$ cat src/rtl/uart_pkg.sv
// uart_pkg: FSM state encoding and default BUSY_TIMEOUT shared by the UART TX arbiter.
package uart_pkg;

    typedef enum logic [1:0] {
        IDLE      = 2'd0,
        ISSUE     = 2'd1,
        WAIT_BUSY = 2'd2,
        WAIT_DONE = 2'd3
    } state_t;

    localparam int DEFAULT_BUSY_TIMEOUT = 16;

endpackage

$ cat src/rtl/uart_tx_arbiter_rr_select.sv
// rr_select: round-robin winner search starting just above last_grant.
//   req        in  N     request vector
//   last_grant in  W     index granted most recently
//   winner     out W     first requesting index at or after (last_grant+1) mod N
//   any        out 1     at least one request present
module rr_select #(
    parameter int N = 4,
    parameter int W = $clog2(N)
) (
    input  logic [N-1:0] req,
    input  logic [W-1:0] last_grant,
    output logic [W-1:0] winner,
    output logic         any
);

    logic [W-1:0] idx;

    // Walk offsets from farthest to nearest so the nearest requester overwrites.
    always_comb begin
        winner = '0;
        idx    = '0;
        for (int k = N; k >= 1; k--) begin
            idx = W'((int'(last_grant) + k) % N);
            if (req[idx]) winner = idx;
        end
    end

    assign any = |req;

endmodule

$ cat src/rtl/uart_tx_arbiter.sv
// uart_tx_arbiter: round-robin arbiter feeding bytes from NUM_REQ requesters to one UART transmitter.
//   clk         in  1           system clock, rising edge
//   rst         in  1           asynchronous active-low reset
//   timeout_err out 1           one-cycle pulse when tx_busy never rises (only with UART_ARB_TIMEOUT_EN)
//   req_valid   in  NUM_REQ     requester i has a byte pending
//   req_data    in  8*NUM_REQ   byte of requester i at [8i+7:8i]
//   req_ready   out NUM_REQ     one-cycle accept pulse
//   cfg_pen     in  1           parity enable for the next accepted byte
//   cfg_peven   in  1           even parity select for the next accepted byte
//   tx_en       out 1           one-cycle start pulse to the transmitter
//   tx_din      out 8           byte held for the whole frame
//   tx_pen      out 1           parity enable latched at accept
//   tx_peven    out 1           even parity select latched at accept
//   tx_busy     in  1           transmitter busy flag
//   grant_id    out clog2(N)    requester owning the current frame
//   active      out 1           high from accept until the frame completes
// Optional feature macro: UART_ARB_TIMEOUT_EN adds the WAIT_BUSY timeout and the timeout_err port.
module uart_tx_arbiter
    import uart_pkg::*;
#(
    parameter int NUM_REQ      = 4,
    parameter int BUSY_TIMEOUT = DEFAULT_BUSY_TIMEOUT,
    localparam int GW          = $clog2(NUM_REQ)
) (
    input  logic                 clk,
    input  logic                 rst,
`ifdef UART_ARB_TIMEOUT_EN
    output logic                 timeout_err,
`endif
    input  logic [NUM_REQ-1:0]   req_valid,
    input  logic [8*NUM_REQ-1:0] req_data,
    output logic [NUM_REQ-1:0]   req_ready,
    input  logic                 cfg_pen,
    input  logic                 cfg_peven,
    output logic                 tx_en,
    output logic [7:0]           tx_din,
    output logic                 tx_pen,
    output logic                 tx_peven,
    input  logic                 tx_busy,
    output logic [GW-1:0]        grant_id,
    output logic                 active
);

    state_t        state;
    logic [GW-1:0] last_grant;
    logic [GW-1:0] winner;
    logic          any;

`ifdef UART_ARB_TIMEOUT_EN
    localparam int CW = $clog2(BUSY_TIMEOUT + 1);
    logic [CW-1:0] cnt;
`endif

    rr_select #(.N(NUM_REQ), .W(GW)) u_rr (
        .req        (req_valid),
        .last_grant (last_grant),
        .winner     (winner),
        .any        (any)
    );

    always_ff @(posedge clk or negedge rst) begin
        if (!rst) begin
            state       <= IDLE;
            req_ready   <= '0;
            tx_en       <= 1'b0;
            tx_din      <= '0;
            tx_pen      <= 1'b0;
            tx_peven    <= 1'b0;
            grant_id    <= '0;
            active      <= 1'b0;
            last_grant  <= GW'(NUM_REQ - 1);
`ifdef UART_ARB_TIMEOUT_EN
            timeout_err <= 1'b0;
            cnt         <= '0;
`endif
        end else begin
            req_ready   <= '0;
            tx_en       <= 1'b0;
`ifdef UART_ARB_TIMEOUT_EN
            timeout_err <= 1'b0;
`endif
            case (state)
                IDLE: begin
                    if (any && !tx_busy) begin
                        state     <= ISSUE;
                        tx_din    <= req_data[8*winner +: 8];
                        tx_pen    <= cfg_pen;
                        tx_peven  <= cfg_peven;
                        grant_id  <= winner;
                        req_ready <= NUM_REQ'(1) << winner;
                        active    <= 1'b1;
                    end
                end
                ISSUE: begin
                    tx_en <= 1'b1;
                    state <= WAIT_BUSY;
`ifdef UART_ARB_TIMEOUT_EN
                    cnt   <= '0;
`endif
                end
                WAIT_BUSY: begin
                    if (tx_busy) begin
                        state <= WAIT_DONE;
`ifdef UART_ARB_TIMEOUT_EN
                    end else if (cnt == CW'(BUSY_TIMEOUT - 1)) begin
                        state       <= IDLE;
                        timeout_err <= 1'b1;
                        active      <= 1'b0;
                        last_grant  <= grant_id;
                    end else begin
                        cnt <= cnt + 1'b1;
`endif
                    end
                end
                WAIT_DONE: begin
                    if (!tx_busy) begin
                        state      <= IDLE;
                        active     <= 1'b0;
                        last_grant <= grant_id;
                    end
                end
                default: state <= IDLE;
            endcase
        end
    end

endmodule

$ cat config.mk
export PLATFORM = sky130hd
export DESIGN_NAME = uart_tx_arbiter
export DESIGN_NICKNAME = d
export VERILOG_FILES = /design/src/rtl/uart_pkg.sv /design/src/rtl/uart_tx_arbiter_rr_select.sv /design/src/rtl/uart_tx_arbiter.sv
export SDC_FILE = /design/constraint.sdc
export NUM_CORES = 1
export LEC_CHECK = 0
export CAP_MARGIN = 20
export CORE_UTILIZATION = 41
export CTS_CLUSTER_SIZE = 30
export DETAILED_ROUTE_END_ITERATION = 8
export GPL_TIMING_DRIVEN = 0
export MAX_ROUTING_LAYER = met4
export PLACE_DENSITY = 0.77
export SLEW_MARGIN = 20
export SYNTH_ARGS = -nofsm -noshare
export SYNTH_HDL_FRONTEND = slang
export SYNTH_HIERARCHICAL = 1
export SYNTH_SLANG_ARGS = --single-unit
$ cat constraint.sdc
create_clock -name clk -period 1.8 [get_ports clk]
set_input_delay 0.36 -clock clk [delete_from_list [all_inputs] [get_ports clk]]
set_output_delay 0.36 -clock clk [all_outputs]
set_load 0.005 [all_outputs]
==> flow_metrics.py <==
metrics = {
    "die": {
        "die_h_um": 57.88,
        "dieArea_um2": 3350,
        "start_util": 0.4487,
        "die_x_um": 57.88,
        "std_cell_rows": 19,
        "core_um2": 2853,
        "boundaryPins": 59,
    },
    "timing": {
        "worst_hold_slack_ns": -0.006878,
        "rsz0062_at_grt": "no",
        "finalWorstSetupSlack_ns": 0.08960,
        "period_minus_slack_ns": 1.710,
        "timing.fmax_mhz": 584.7,
        "relSlewSlack": 0.6586,
        "setup_violations": 0,
        "timing.final.crit_share": 0.9502,
        "worstMarginPinSlew_ns": 0.5121,
        "skew_ns": 0.01146,
        "hold_viol_final": 10,
        "slew_viol_final": 0,
    },
    "placed_design": {
        "hpwl_um": 2511,
        "io_buffers": 58,
        "gp_congestion": 0.6783,
        "pre_cts_slack_ns": -0.3633,
    },
    "layout": {
        "drive_gt1_frac": 0.1657,
        "fin_nets": 221,
        "diodes": 0,
        "final_util": 0.6785,
        "area_delta_synth_final_pct": 51.22,
    },
    "worst_hold_path": {
        "min_path_type": "in -> async",
    },
    "synthesis": {
        "synthAdderAreaFrac": 0.03910,
        "synth_seq_cells": 22,
        "synth-simple-area-share": 0.1525,
        "syn_inst": 113,
        "synth_seq_area_share": 0.4321,
        "synth_compound_area_frac": 0.1613,
        "synth_cell_type_count": 28,
        "synth_nets": 158,
        "synth_top_area_frac": 0.3910,
        "synth_area_leader_cell": "dfrtp_1",
        "yosys-mux-area-fraction": 0.1740,
        "ys_warn_count": 6,
        "avgSynthCellArea_um2": 11.33,
        "synth_area_um2": 1280,
        "synthTopCellsByArea": "dfrtp_1 39%, mux2i_1 13%, o221ai_2 11%",
        "synth_xor_area_frac": 0,
        "synth_top_family_by_area": "multiplexers",
    },
    "critical_path": {
        "r2r_end": "tx_din[3]",
        "crit_required_ns": 2.01,
        "reg2reg_from": "last_grant[1]",
        "critPathKind": "in -> reg",
        "r2r_slack_ns": 0.14,
        "critPathMaxFanout": 10,
        "worstPathArrival_ns": 1.92,
        "end_kind": "flip-flop",
        "startpoint_type": "primary input",
        "r2r_cells": 5,
    },
    "clocking": {
        "cts_max_path_buffers": 2,
        "cts_made_buffers": 3,
        "cts_resized": 1,
        "htreeDepth": 1,
        "path_clk_slew_ns": 0.13,
        "clkLatencyLatePin_ns": 0.32,
        "post_cts_buffers": 0,
        "clkSinkCount": 22,
        "hold_buffers": 0,
        "cts_tree": "built",
        "cts.root.buffer_cell": "clkbuf_4",
    },
    "detailed_routing": {
        "antenna_left": 0,
        "first_pass_iters": 6,
        "vias": 1086,
        "drt_iter0_drc": 31,
        "routedWlPerCell_um": 15.30,
        "drt_wl_total_um": 3151,
        "vias_per_cell": 5.272,
        "remaining_drc_errors": 2,
    },
    "grt": {
        "grt_first_pass_wirelength_um": 5043,
        "busiest_layer": "met2",
        "grt_overflow_total": 0,
        "grt_max_degree": 23,
        "grt_antenna_before_repair": 0,
        "grt_use_total": 0.2047,
        "grtUsageMet3": 0.01563,
        "grt.met2_usage": 0.3727,
        "grt_util_met1": 0.2356,
        "grt_pass1_vias": 1144,
    },
    "outcome": {
        "violations": "design-rule violations, negative hold slack",
        "status": "finished with violations",
    },
    "power": {
        "total_power_w": 0.002506,
        "max-vdd-ir-drop_mv": 0.6930,
        "p_leak_nw": 0.8734,
        "power_density_nw_per_um2": 1295,
    },
    "job": {
        "cap_violations": 0,
    },
}
per-stage QoR:
stage / instances / setup TNS [ns] / hold WS (ns) / area, um^2
2_1_floorplan: 113 / 0 / 0.06441 / 1280
3_3_place_gp: 202 / -1.964 / 0.4659 / 1899
3_5_place_dp: 202 / -2.874 / 0.4655 / 1899
4_1_cts: 206 / 0 / 0.5031 / 1938
5_1_grt: 206 / 0 / 0.01826 / 1936
6_report: 206 / 0 / -0.006878 / 1936
where the power goes:
| group | leakage, nW | internal (W) | switching, W |
|---|---|---|---|
| clock network | 0.0210 | 0.000124 | 0.000157 |
| logic | 0.578 | 0.000788 | 0.000585 |
| registers | 0.274 | 0.000713 | 0.000140 |
state kept, by name, indices dropped and copies added, names as in the netlist:
name	cells
tx_din	8
req_ready	4
grant_id	2
last_grant	2
state	2
active	1
tx_en	1
tx_pen	1
tx_peven	1
cell type report:
type	count	area, um^2
clock buffer	4	36.28
tap	31	38.79
inverter	4	15.01
sequential	22	553.0
buffer	5	42.54
multi-input combinational	82	674.4
timing repair buffer	58	575.6
fill	241	917.1
cell usage in the layout (no fill, tap or decap), types with 3 or more instances in the layout:
cell type        instances
ha_1                     4
inv_1                    4
o221ai_2                 9
a21oi_1                  3
nand2b_1                 5
mux2i_1                 17
clkdlybuf4s50_1         57
dfrtp_1                 20
clkbuf_4                 4
nor2_1                   5
nand2_1                 20
critical path, cell delays in order:
cell and delay (ns):
clkdlybuf4s50_1 0.48, a21oi_1 0.15, a31oi_1 0.07, a21oi_1 0.19
buf_4 0.25, mux2i_1 0.29, o221ai_2 0.12
per-layer routing:
metal,routed length (um),vias up
met5,0,-
met4,46,0
met3,118,7
met2,1666,33
met1,1320,516
li1,-,530
Yosys cell counts, drive strengths merged:
cell type  number
nand2          21
dfrtp          20
mux2i          17
o221ai         10
nand2b          6
buf             5
nor2            5
a21oi           4
ha              4
inv             4
mux2            4
dfstp           2
nand3b          2
o22ai           2
a22o            1
a31oi           1
and2b           1
and3            1
and3b           1
nor3b           1
o21ai           1
kinds of logic (layout without fill, tap and decap cells):
logic type | count (synthesis) | in the layout
adder cells (fa/ha/maj) | 4 | 4
buffers and inverters | 9 | 71
AO/OA/AOI/OAI | 19 | 19
flip-flops | 22 | 22
AND/OR/NAND/NOR | 38 | 38
multiplexers | 21 | 21
how the worst max path moves through the flow:
stage,end,start,slack (ns)
after floorplan,tx_din[0],last_grant[1],0.28
after global placement,tx_din[0],req_valid[1],-0.25
after detailed placement,tx_din[3],req_valid[1],-0.36
after CTS,tx_din[3],req_valid[1],0.05
after global routing,tx_din[3],req_valid[1],0.01
final,tx_din[3],req_valid[1],0.09
Power figures use the tool's default switching activity.
